[config.mk]
export PLATFORM = sky130hd
export DESIGN_NAME = bcd_to_bin
export DESIGN_NICKNAME = d
export VERILOG_FILES = /design/src/rtl/bcd_pkg.sv /design/src/rtl/bcd_digit_adjust.sv /design/src/rtl/bcd_to_bin.sv
export SDC_FILE = /design/constraint.sdc
export NUM_CORES = 1
export LEC_CHECK = 0
export ABC_CLOCK_PERIOD_IN_PS = 1500
export BUFFER_PORTS_ARGS = -buffer_cell sky130_fd_sc_hd__buf_2
export CAP_MARGIN = 20
export CORE_MARGIN = 5
export CORE_UTILIZATION = 50
export DETAILED_ROUTE_END_ITERATION = 12
export PLACE_DENSITY = 0.81
export SLEW_MARGIN = 20
export SYNTH_ARGS = -nofsm -noshare
export SYNTH_HDL_FRONTEND = slang
export SYNTH_SLANG_ARGS = --single-unit
[constraint.sdc]
create_clock -name clk -period 1.5 [get_ports clk]
set_input_delay 0.225 -clock clk [delete_from_list [all_inputs] [get_ports clk]]
set_output_delay 0.225 -clock clk [all_outputs]
set_load 0.02 [all_outputs]
[src/rtl/bcd_pkg.sv]
// Shared definitions for the BCD <-> binary conversion paths.
// The binary-to-BCD display path also uses MAX_DIGITS.
package bcd_pkg;

  localparam int BCD_DIGIT_W = 4;
  localparam int BIN_W       = 16;
  localparam int MAX_DIGITS  = 4;

  typedef enum logic [1:0] {
    ST_IDLE  = 2'd0,
    ST_SHIFT = 2'd1,
    ST_DONE  = 2'd2
  } state_e;

  function automatic logic digit_invalid(input logic [BCD_DIGIT_W-1:0] d);
    return d > 4'd9;
  endfunction

endpackage

[src/rtl/bcd_digit_adjust.sv]
// Per-digit correction for reverse double dabble: pull a digit back by 3 once it
// reaches 8. An adjusted digit is always >= 8, so the subtraction cannot wrap.
module bcd_digit_adjust
  import bcd_pkg::*;
(
  input  logic [BCD_DIGIT_W-1:0] digit_i,
  output logic [BCD_DIGIT_W-1:0] digit_o
);

  assign digit_o = (digit_i >= 4'd8) ? (digit_i - 4'd3) : digit_i;

endmodule

[src/rtl/bcd_to_bin.sv]
// Packed-BCD to unsigned binary converter, one reverse-double-dabble step per clock,
// behind a start/done handshake.
//
// state    | meaning
// ---------+-------------------------------------------------------------
// ST_IDLE  | waiting for start; bcd_in captured on the accepting edge
// ST_SHIFT | one shift+adjust step per edge, 4*DIGITS steps in total
// ST_DONE  | result (or invalid flag) valid; done pulses for one cycle
module bcd_to_bin
  import bcd_pkg::*;
#(
  parameter int DIGITS = 3
) (
  input  logic                          clk,
  input  logic                          rst,
  input  logic                          start,
  input  logic [BCD_DIGIT_W*DIGITS-1:0] bcd_in,
  output logic                          busy,
  output logic                          done,
  output logic                          invalid,
  output logic [BIN_W-1:0]              binary
);

  localparam int SREG_W = BCD_DIGIT_W * DIGITS;
  localparam int ALIGN  = BIN_W - SREG_W;
  localparam int CNT_W  = 5;
  localparam logic [CNT_W-1:0] LAST_STEP = CNT_W'(SREG_W - 1);

  state_e             state_q, state_d;
  logic [SREG_W-1:0]  sreg_q, sreg_d;
  logic [BIN_W-1:0]   acc_q, acc_d;
  logic [CNT_W-1:0]   cnt_q, cnt_d;
  logic [BIN_W-1:0]   binary_q, binary_d;
  logic               invalid_q, invalid_d;

  logic [SREG_W-1:0]  sreg_shift;
  logic [SREG_W-1:0]  sreg_adj;
  logic [BIN_W-1:0]   acc_shift;
  logic               bad_digit;

  // {sreg, acc} shifted right as one word: sreg LSB drops into acc MSB.
  assign sreg_shift = sreg_q >> 1;
  assign acc_shift  = {sreg_q[0], acc_q[BIN_W-1:1]};

  for (genvar g = 0; g < DIGITS; g++) begin : g_adj
    bcd_digit_adjust u_adj (
      .digit_i (sreg_shift[g*BCD_DIGIT_W +: BCD_DIGIT_W]),
      .digit_o (sreg_adj[g*BCD_DIGIT_W +: BCD_DIGIT_W])
    );
  end

  always_comb begin
    bad_digit = 1'b0;
    for (int i = 0; i < DIGITS; i++) begin
      if (digit_invalid(bcd_in[i*BCD_DIGIT_W +: BCD_DIGIT_W])) bad_digit = 1'b1;
    end
  end

  always_comb begin
    state_d   = state_q;
    sreg_d    = sreg_q;
    acc_d     = acc_q;
    cnt_d     = cnt_q;
    binary_d  = binary_q;
    invalid_d = invalid_q;
    case (state_q)
      ST_IDLE: begin
        if (start) begin
          sreg_d = bcd_in;
          acc_d  = '0;
          cnt_d  = '0;
          if (bad_digit) begin
            binary_d  = '0;
            invalid_d = 1'b1;
            state_d   = ST_DONE;
          end else begin
            state_d = ST_SHIFT;
          end
        end
      end
      ST_SHIFT: begin
        sreg_d = sreg_adj;
        acc_d  = acc_shift;
        cnt_d  = cnt_q + 1'b1;
        if (cnt_q == LAST_STEP) begin
          // Converted bits sit at the top of acc; right-align them.
          binary_d  = acc_shift >> ALIGN;
          invalid_d = 1'b0;
          state_d   = ST_DONE;
        end
      end
      ST_DONE: state_d = ST_IDLE;
      default: state_d = ST_IDLE;
    endcase
  end

  always_ff @(posedge clk or posedge rst) begin
    if (rst) begin
      state_q   <= ST_IDLE;
      sreg_q    <= '0;
      acc_q     <= '0;
      cnt_q     <= '0;
      binary_q  <= '0;
      invalid_q <= 1'b0;
    end else begin
      state_q   <= state_d;
      sreg_q    <= sreg_d;
      acc_q     <= acc_d;
      cnt_q     <= cnt_d;
      binary_q  <= binary_d;
      invalid_q <= invalid_d;
    end
  end

  assign busy    = (state_q != ST_IDLE);
  assign done    = (state_q == ST_DONE);
  assign invalid = invalid_q;
  assign binary  = binary_q;

endmodule

# Yosys cells after proc, flatten, opt, wreduce, memory -nomap -nowiden

Index checks and enable logic that the tools add are counted.

Flip-flop bits (word level): 52
Input bits: 15
Output and inout bits: 19
Logic and storage cells: 52

Add/sub/neg operators: 4
Magnitude comparators: 6
Equality and inequality tests: 6
Mux-type cells: 24
Reductions and logical operators: 6

Operator list:

| operator              | count |
|---|---|
| $mux W16              | 4 |
| $pmux W16 S2          | 2 |
| $pmux W12 S2          | 1 |
| $gt A4 B4 Y1 const B  | 3 |
| $mux W12              | 1 |
| $mux W4               | 3 |
| $pmux W5 S2           | 1 |
| $ge A4 B4 Y1 const B  | 2 |
| $sub A4 B2 Y4 const B | 2 |
| $mux W1               | 6 |
| $mux W2               | 3 |
| $ne A2 B2 Y1 const B  | 3 |
| $add A5 B1 Y5 const B | 1 |
| $eq A5 B4 Y1 const B  | 1 |
| $mux W5               | 1 |
| $ge A3 B4 Y1 const B  | 1 |
| $pmux W2 S2           | 1 |
| $reduce_and A2 Y1     | 2 |
| $reduce_and A4 Y1     | 1 |
| $reduce_bool A2 Y1    | 2 |
| $sub A3 B2 Y4 const B | 1 |
| $eq A2 B1 Y1 const B  | 1 |
| $eq A2 B2 Y1 const B  | 1 |
| $logic_not A2 Y1      | 1 |
| $pmux W1 S2           | 1 |

# Logic depth before layout (Yosys ltp)

Gate-level depths: netlist of the first run.

Word-level depth: 7
Mapped depth: 6
Mapped depth without buffers: 6

# Cells and area by module

Synthesis of the first run repeated with hierarchy kept, for this count alone.

Cell total of the unflattened synthesis: 194
Area total of the unflattened synthesis: 2182.1 µm²

Modules (own cells, without submodules):

| module           | instances | cells each | area each (µm²) |
|---|---|---|---|
| bcd_to_bin       | 1         | 161        | 1953.1 |
| bcd_digit_adjust | 3         | 11         | 76.3 |

# Least setup slack after synthesis of the first run

OpenSTA, ideal clock, no wires.

Path type: flip-flop to flip-flop
From: register state_q[1]
To: register binary_q[11] (netlist: binary[11])
Arrival: 1.391 ns
Required time: 1.375 ns
Path slack: -0.016 ns
Cell stages (with the launch flop): 7
Buffers on the path: 2
Clock period less this slack: 1.516 ns
Cell sequence: dfrtp_1 buf_6 nor2_1 nand4_2 nand3b_4 buf_12 mux2_4

Longest elaborated chain between the ends: 3
Elaborated cells on any way between the ends: 8
Classes of those cells: eq/ne (4); mux (1); reduce/logical (3)

RTL lines:

| item                                                                       | line              | RTL |
|---|---|---|
| start: declaration                                                         | bcd_to_bin.sv:29  | `state_e state_q, state_d;` |
| start signal: assignment                                                   | bcd_to_bin.sv:106 | `state_q <= state_d;` |
| $eq A2 B1 Y1 / $logic_not A2 Y1 (equally long branches)                    | bcd_to_bin.sv:66  | `case (state_q)` |
| $ne A2 B2 Y1 (no source line) / $reduce_bool A2 Y1 (equally long branches) | -                 |  |
| $reduce_and A4 Y1 (no source line)                                         | -                 |  |
| end signal: assignment                                                     | bcd_to_bin.sv:110 | `binary_q <= binary_d;` |
| end: declaration                                                           | bcd_to_bin.sv:33  | `logic [BIN_W-1:0] binary_q, binary_d;` |

Several ways; a longest one is shown, not always the timed one.
A chain may end at the register's enable or synchronous reset.

# Worst setup path in the final report of the first run

From: register cnt_q[0]
To: register binary_q[2] (netlist: binary[2])

Longest elaborated chain between the ends: 3

RTL lines:

| item                               | line              | RTL |
|---|---|---|
| start: declaration                 | bcd_to_bin.sv:32  | `logic [CNT_W-1:0] cnt_q, cnt_d;` |
| start signal: assignment           | bcd_to_bin.sv:109 | `cnt_q <= cnt_d;` |
| $eq A5 B4 Y1                       | bcd_to_bin.sv:85  | `if (cnt_q == LAST_STEP) begin` |
| $ne A2 B2 Y1 (no source line)      | -                 |  |
| $reduce_and A4 Y1 (no source line) | -                 |  |

Every way passes these cells.

==> results of run 1 <==
-- power groups by stage --
stage	sequential (mW)	clock (mW)	combinational [mW]
2_1_floorplan	1.63	0	1.17
3_3_place_gp	1.65	0	1.47
3_5_place_dp	1.67	0	1.51
4_1_cts	1.64	0.912	1.57
5_1_grt	1.69	0.974	1.78
6_report	1.65	0.889	1.61
-- critical path: cells and delay by family (launching register included) --
kind          cells  cell delay, ps
mux               1             340
fa+ha+maj         1             190
simple gates      3             500
flops             1             360
-- synthesized netlist by cell type --
cell type	instances	share of area, %
clkbuf_1	3	0.54
o21ai_0	22	5.3
nand3b_4	1	0.96
nand4_1	1	0.30
mux2i_1	4	1.9
dfrtp_1	43	52
and2_1	11	3.3
conb_1	1	0.18
nand2b_1	6	1.8
o221ai_1	2	0.84
buf_12	1	0.96
buf_6	1	0.54
nand4bb_1	1	0.54
nor2_1	4	0.72
nand4_2	1	0.60
xnor2_1	2	0.84
mux2_4	8	5.8
a22o_1	1	0.42
a32o_1	1	0.48
inv_1	9	1.6
mux2_2	3	1.6
a21oi_1	2	0.48
buf_2	2	0.48
a31oi_1	1	0.30
buf_4	5	1.8
nand2_1	21	3.8
nor2b_1	2	0.60
a21o_1	11	4.0
nand3_1	1	0.24
a22oi_1	6	2.2
ha_1	5	3.0
o21bai_4	1	0.90
xor2_1	3	1.3
-- state kept, by name, summed over array words and instances, names as in the netlist --
register / count
binary: 12
cnt_q: 5
state_q: 2
invalid: 1
sreg_q: 12
acc_q: 11
-- per-stage QoR --
step / cell area [um2] / hold slack [ps]
final: 2480 / 40.9
after global routing: 2480 / 75.1
after global placement: 2310 / 385
after detailed placement: 2310 / 385
after floorplan: 2100 / 387
after CTS: 2450 / 52.0
-- timing repair --
item | in CTS | in global routing
setup buffers | 0 | 1
cloned | 1 | 0
endpoints found under the setup margin | 11 | 16
pin swaps | 1 | 3
resized for setup | 2 | 7
-- cell type report --
cell class	count	share of cell area, %
timing repair buffer	43	10.2
multi-input combinational	126	38.1
sequential	43	43.3
tap	50	2.52
clock inverter	3	1.76
inverter	9	1.36
clock buffer	5	2.77
-- cells in the final DEF, fill, tap and decap left out, types with 9 or more instances in the layout --
cell / netlist / final
dfrtp_1: 43 / 43
buf_2: 2 / 29
o21ai_0: 22 / 22
nand2_1: 21 / 20
buf_4: 5 / 13
and2_1: 11 / 11
a21o_1: 11 / 11
mux2_4: 8 / 10
inv_1: 9 / 9
-- per-layer routing --
| metal | vias to the layer above | global-route usage, % |
|---|---|---|
| li1 | 706 | - |
| met1 | 730 | 19.9 |
| met2 | 26 | 27.6 |
| met3 | 8 | 2.84 |
| met4 | 0 | 8.89 |
| met5 | - | 0 |
-- kinds of logic after synthesis --
logic type	synth area share [%]
AND/OR/NAND/NOR	12.9
AO/OA/AOI/OAI	14.9
flip-flops	51.7
buffers and inverters	5.95
multiplexers	9.32
adder cells (fa/ha/maj)	3.01
XOR/XNOR	2.11
other	0.180
-- final timing paths --
check	from	end	slack, ps	cells after the start
max	cnt_q[0]	binary[2]	-2	5
min	rst	acc_q[14]	40	3
max reg2reg	cnt_q[0]	binary[2]	-2	5
min reg2reg	acc_q[6]	acc_q[6]	470	1
max in group asynchronous	rst	cnt_q[2]	1100	3
min in group clk	bcd_in[11]	sreg_q[11]	200	2
==> summary.md, run 1 <==
| Metric | Value |
|---|---|
| CTS root buf | `clkbuf_8` |
| Endpoints failing hold | `0` |
| Grt total ovfl | `0` |
| FILL cells | `336` |
| Leakage Power | `1.36 nW` |
| Wirelength, routed | `4000 um` |
| Vias | `1470` |
| Critical Path End Type | `register` |
| Vias in the first global route | `1470` |
| Pwr per Cell Area | `1670 nW/um2` |
| Fmax achieved | `666 MHz` |
| Clock Latency Late Sink | `300 ps` |
| Avg Cell Area, Syn | `11.2 um2` |
| Crit path launch type | `register` |
| Worst slew margin | `65.2%` |
| Htree depth | `2` |
| Routed wl met3 | `127 um` |
| Clk_skew | `6.11 ps` |
| Min Tclk post-route | `1500 ps` |
| Via/cell ratio | `5.27` |
| Net Sw Frac | `36.8%` |
| Core Rows | `23` |
| Reg area | `1080 um2` |
| First-pass GRT wire length | `6790 um` |
| CTS buffer count | `5` |
| Die area | `5550 um2` |
| Die Wd | `74.5 um` |
| Multi-input logic area | `946 um2` |
| Status | `finished, violations left` |
| Clk sinks | `43` |
| Buffer depth of the longest clock path | `2` |
| Initial antenna violation count | `0` |
| Sw power | `1.53 mW` |
| Met2 Routed Length | `2060 um` |
| Violated checks | `setup timing` |
| DRC Markers | `0` |
| Crit path max fanout | `7` |
| Final Slew Violations | `0` |
| Final Setup Violations | `1` |
| Initial core utilization | `51.6%` |
| Die Ht | `74.5 um` |
| DRT antenna net count | `0` |
| TritonCTS clock tree | `yes` |
| Internal power | `2.63 mW` |
| Count of cell types in the netlist | `33` |
| CP max-delay cell | `dfrtp_1` |
| Maximum vdd drop | `0.000942 V` |
| Dpl ws | `-35.1 ps` |
| DP Cell Count | `269` |
| Post-DP HPWL | `2750 um` |
| Critical Path RT | `1690 ps` |
| GR Util All Layers | `16.4%` |
| RSZ-0062 raised after global routing | `yes` |
| Antenna cells | `0` |
| Hold-fix buffers, CTS | `0` |
| Clk slew on worst S/H paths | `80 ps` |
| Clk network pwr share | `21.4%` |
| Post-route setup slack | `-1.95 ps` |
| Critical path arrival | `1690 ps` |
| Post-Layout Cell Count | `279` |
| Ports | `34` |
| Worst-Margin Slew | `521 ps` |
| Hold WC Path Type | `input pin to async pin` |
| Post-synthesis sequential area ratio | `51.7%` |
| Gate Count Post-Synth | `186` |
| Port Buf Inserts | `29` |
| CP Class | `register to register` |
| Top sig layer | `met4` |
| Seq pwr share | `39.8%` |
| Nets | `248` |
| CP cell instances | `ha_2 > nand4bb_1 > nand2_2 > nand3b_4 > mux2_4` |
| Layout Utilization | `61.7%` |
| Fin Setup TNS | `-1.95 ps` |
| Layout cells sized above 1 | `31.0%` |
| Max cap viols | `0` |
| Synth warn | `0` |
| Slowest stage delay, CP | `360 ps` |
| Initial DRT Pass Iterations | `4` |
| DRT iter0 DRCs | `124` |
| Combinational share of power | `38.8%` |
| Met1 WL | `1710 um` |
| Final Wtd Congestion | `0.800` |
| Final period util | `100%` |
| CORE AREA | `4030 um2` |
| Layout Area Growth over Synthesis | `19.4%` |
| Largest net degree at the start of global routing | `44` |
| Per-cell routed wire length | `14.3 um` |
| Pwr Total | `4.16 mW` |
| Seq cells post-synth | `43` |
| Mapped Area | `2080 um2` |
Power figures use the tool's default switching activity.
==> run 2, diff against run 1 <==
- CORE_ASPECT_RATIO: default -> 1.75
- PLACE_DENSITY: 0.81 -> 0.8
- SYNTH_HIERARCHICAL: default -> 1
==> run 2 against run 1 <==
Highest routed layer unchanged. First-iteration DRC count fell by 81%. Critical endpoint is now binary[11]. Maximum frequency fell by 4.2%. Clock power fell by 20%. Largest power group is now combinational cells. Clock-buffer cell count rose by 1. Cell count rose by 6.1%. Routed wire length rose by 5.8%. The run still ends with setup timing left. Critical path type unchanged. Non-clock buffer count rose by 5. Largest cell class unchanged. Critical path depth fell by 1. Die area rose by 5.1%. Synthesized cell count rose by 4.3%.
==> summary.md, run 2 <==
| Metric | Value |
|---|---|
| Status | `finished, violations left (unchanged)` |
| Violated checks | `setup timing (unchanged)` |
| Clock Latency Late Sink | `300 ps (about the same)` |
| Met3 Track Usage GR | `3.46% (was 2.84%)` |
| Pwr per Cell Area | `1650 nW/um2 (was 1670 nW/um2)` |
| Critical path arrival | `1740 ps (was 1690 ps)` |
| Count of cell types in the netlist | `32 (was 33)` |
| Min Tclk post-route | `1570 ps (was 1500 ps)` |
| Post-synthesis sequential area ratio | `49.3% (was 51.7%)` |
| Synth warn | `6 (was 0)` |
| Most frequent cells in the layout | `43 x dfrtp_1, 28 x buf_2, 23 x o21ai_0 (was 43 x dfrtp_1, 29 x buf_2, 22 x o21ai_0)` |
| Grt peak-use layer | `met2 (unchanged)` |
| Avg Cell Area, Syn | `11.2 um2 (about the same)` |
| Crit path max fanout | `7 (unchanged)` |
| Top-count cell post-synth | `dfrtp_1 (unchanged)` |
| CP cell instances | `or2_4 > nand4b_4 > nand3b_4 > mux2_4 (was ha_2 > nand4bb_1 > nand2_2 > nand3b_4 > mux2_4)` |
| Leading area contributor after synthesis | `dfrtp_1 (unchanged)` |
| Leakage Power | `1.45 nW (was 1.36 nW)` |
| Initial DRT Pass Iterations | `4 (unchanged)` |
| Vias in the first global route | `1595 (was 1470)` |
| Cell Area, Placed | `2480 um2 (was 2310 um2)` |
| Final Wtd Congestion | `0.769 (was 0.800)` |
| Crit path launch type | `register (unchanged)` |
| Endpoints failing hold | `0 (unchanged)` |
| Port Buf Inserts | `29 (unchanged)` |
| Die Wd | `59.9 um (was 74.5 um)` |
| Most instantiated cells after synthesis | `43 x dfrtp_1, 23 x o21ai_0, 18 x nand2_1, 14 x mux2i_1 (was 43 x dfrtp_1, 22 x o21ai_0, 21 x nand2_1, 11 x a21o_1, 11 x and2_1)` |
| Via/cell ratio | `5.14 (was 5.27)` |
| Largest net degree at the start of global routing | `44 (unchanged)` |
| Clk_skew | `11.1 ps (was 6.11 ps)` |
| Antenna cells | `0 (unchanged)` |
| CP max-delay cell | `dfrtp_1 (unchanged)` |
| Htree depth | `2 (unchanged)` |
| Ports | `34 (unchanged)` |
| Core Rows | `31 (was 23)` |
| Synth area leaders | `dfrtp_1 49%, mux2i_1 6.4%, o21ai_0 5.3% (was dfrtp_1 52%, mux2_4 5.8%, o21ai_0 5.3%)` |
| Initial core utilization | `52.1% (was 51.6%)` |
| Post-DP HPWL | `2990 um (was 2750 um)` |
| Layout Area Growth over Synthesis | `20.2% (was 19.4%)` |
| CTS buffer count | `5 (unchanged)` |
| Gate Count Post-Synth | `194 (was 186)` |
| FF-to-FF Start | `state_q[0] (was cnt_q[0])` |
| Largest delay share family, worst path | `simple AND/OR/NAND/NOR gates (unchanged)` |
| Die Ht | `97.4 um (was 74.5 um)` |
| RSZ-0062 raised after global routing | `yes (unchanged)` |
| Critical Path End Type | `register (unchanged)` |
| Post-route setup slack | `-67.4 ps (was -1.95 ps)` |
| Share of the synthesized area in the top cell type | `49.3% (was 51.7%)` |
| Final period util | `104% (was 100%)` |
| Max cap viols | `0 (unchanged)` |
| Nets | `268 (was 248)` |
| Worst slew margin | `64.6% (was 65.2%)` |
| Post-synth EDFFs | `0 (unchanged)` |
| DRC Markers | `0 (unchanged)` |
| GR Util met1 | `17.4% (was 19.9%)` |
| R2R Setup Slk | `-70 ps (was -2 ps)` |
| CTS root buf | `clkbuf_8 (unchanged)` |
| Worst Path Buf+Inv | `0 (unchanged)` |
| Buffer depth of the longest clock path | `2 (unchanged)` |
| Hold WC Path Type | `input pin to async pin (unchanged)` |
| Clk slew on worst S/H paths | `80 ps (about the same)` |
| Maximum vdd drop | `0.000954 V (was 0.000942 V)` |
| Critical path depth | `4 (was 5)` |
| Async set-reset flop share out of synthesis | `100% (unchanged)` |
| Grt met2 use | `29.2% (was 27.6%)` |
| Worst-Margin Slew | `531 ps (was 521 ps)` |
| TritonCTS clock tree | `yes (unchanged)` |
| Dpl ws | `-100 ps (was -35.1 ps)` |
| Reg2Reg Depth | `4 (was 5)` |
| Layout cells sized above 1 | `30.8% (was 31.0%)` |
| Main synth FF type | `dfrtp_1 (unchanged)` |
| CORE AREA | `4190 um2 (was 4030 um2)` |
| Grt total ovfl | `0 (unchanged)` |
| Die area | `5840 um2 (was 5550 um2)` |
| Fmax achieved | `638 MHz (was 666 MHz)` |
| GR Util All Layers | `16.3% (was 16.4%)` |
| First-pass GRT wire length | `7300 um (was 6790 um)` |
| Seq cells post-synth | `43 (unchanged)` |
| Slowest stage delay, CP | `430 ps (was 360 ps)` |
| CP Class | `register to register (unchanged)` |
| DRT antenna net count | `0 (unchanged)` |
| Final Setup Violations | `13 (was 1)` |
| Critical Path RT | `1680 ps (was 1690 ps)` |
| Wirelength, routed | `4230 um (was 4000 um)` |
| Worst r2r dst | `binary[11] (was binary[2])` |
| Final Slew Violations | `0 (unchanged)` |
| Mapped Area | `2180 um2 (was 2080 um2)` |
| Fin area | `2620 um2 (was 2480 um2)` |
| Clk sinks | `43 (unchanged)` |
| Commonest non-fill, non-tap cell in the layout | `dfrtp_1 (unchanged)` |
| Vias | `1520 (was 1470)` |
| Initial antenna violation count | `0 (unchanged)` |
| Hold-fix buffers, CTS | `0 (unchanged)` |
| DRT iter0 DRCs | `23 (was 124)` |
| Per-cell routed wire length | `14.3 um (about the same)` |
==> run 2: cell types whose count changed after synthesis, sizes merged, moves of 2 or more <==
cell	previous run	this run
a22oi	6	0
nand2	21	19
nand2b	6	3
nor2	4	2
nor2b	2	5
o221ai	2	0
mux2i	4	14
ha	5	7
==> run 2: timing repair <==
action / CTS / global route
gates resized for setup: 3 / 5
pin swaps: 1 / 2
gates cloned: 1 / 0
hold endpoints to repair: 0 / 0
setup buffers: 1 / 0
endpoints found under the setup margin: 17 / 20
==> run 2: worst min-delay path: stages <==
cell and delay, ps:
buf_2 90, inv_1 40, buf_4 450
==> run 2: routing by layer <==
layer	share of wire, %	vias to the layer above
li1	-	741
met1	37	752
met2	57	20
met3	3.5	7
met4	2.2	0
met5	0	-
==> run 2: worst max path at each step <==
stage | start | to | slack (ps)
finish | state_q[0] | binary[11] | -70
detailed placement | cnt_q[0] | binary[11] | -100
global placement | bcd_in[2] | binary[10] | -110
CTS | cnt_q[0] | binary[9] | -80
floorplan | state_q[1] | binary[11] | -70
global route | cnt_q[0] | invalid | -140
==> run 2: cells by family after synthesis <==
group	after synthesis	synth area share, %
and+or+nand+nor	46	12.3
DFF	43	49.3
AOI/OAI and AO/OA	42	12.2
muxes	26	13.8
buffers and inverters	22	5.39
adders and majority gates	7	4.01
xor gates and xnor gates	7	2.81
other	1	0.172
==> run 2: area by class of cell <==
class / count / area (um2)
Fill cell: 341 / 1570
Sequential cell: 43 / 1080
Multi-Input combinational cell: 138 / 1050
Timing Repair Buffer: 48 / 309
Clock buffer: 6 / 72.6
Tap cell: 49 / 61.3
Inverter: 10 / 37.5
Clock inverter: 2 / 12.5
==> run 2: power breakdown <==
| part | total [mW] | switching (mW) | internal [mW] |
|---|---|---|---|
| clock | 0.707 | 0.382 | 0.325 |
| sequential | 1.72 | 0.276 | 1.44 |
| combinational | 1.89 | 0.963 | 0.931 |
==> run 2: stage by stage <==
stage	TNS (ps)	utilization [%]	hold slack [ps]	total power, mW	std cells
finish	-672	62.6	49.6	4.32	296
global placement	-1000	59.3	381	3.44	286
global route	-1450	62.6	97.6	4.65	296
detailed placement	-1200	59.3	385	3.52	286
CTS	-709	62.2	52.6	4.32	296
floorplan	-489	-	401	2.99	202
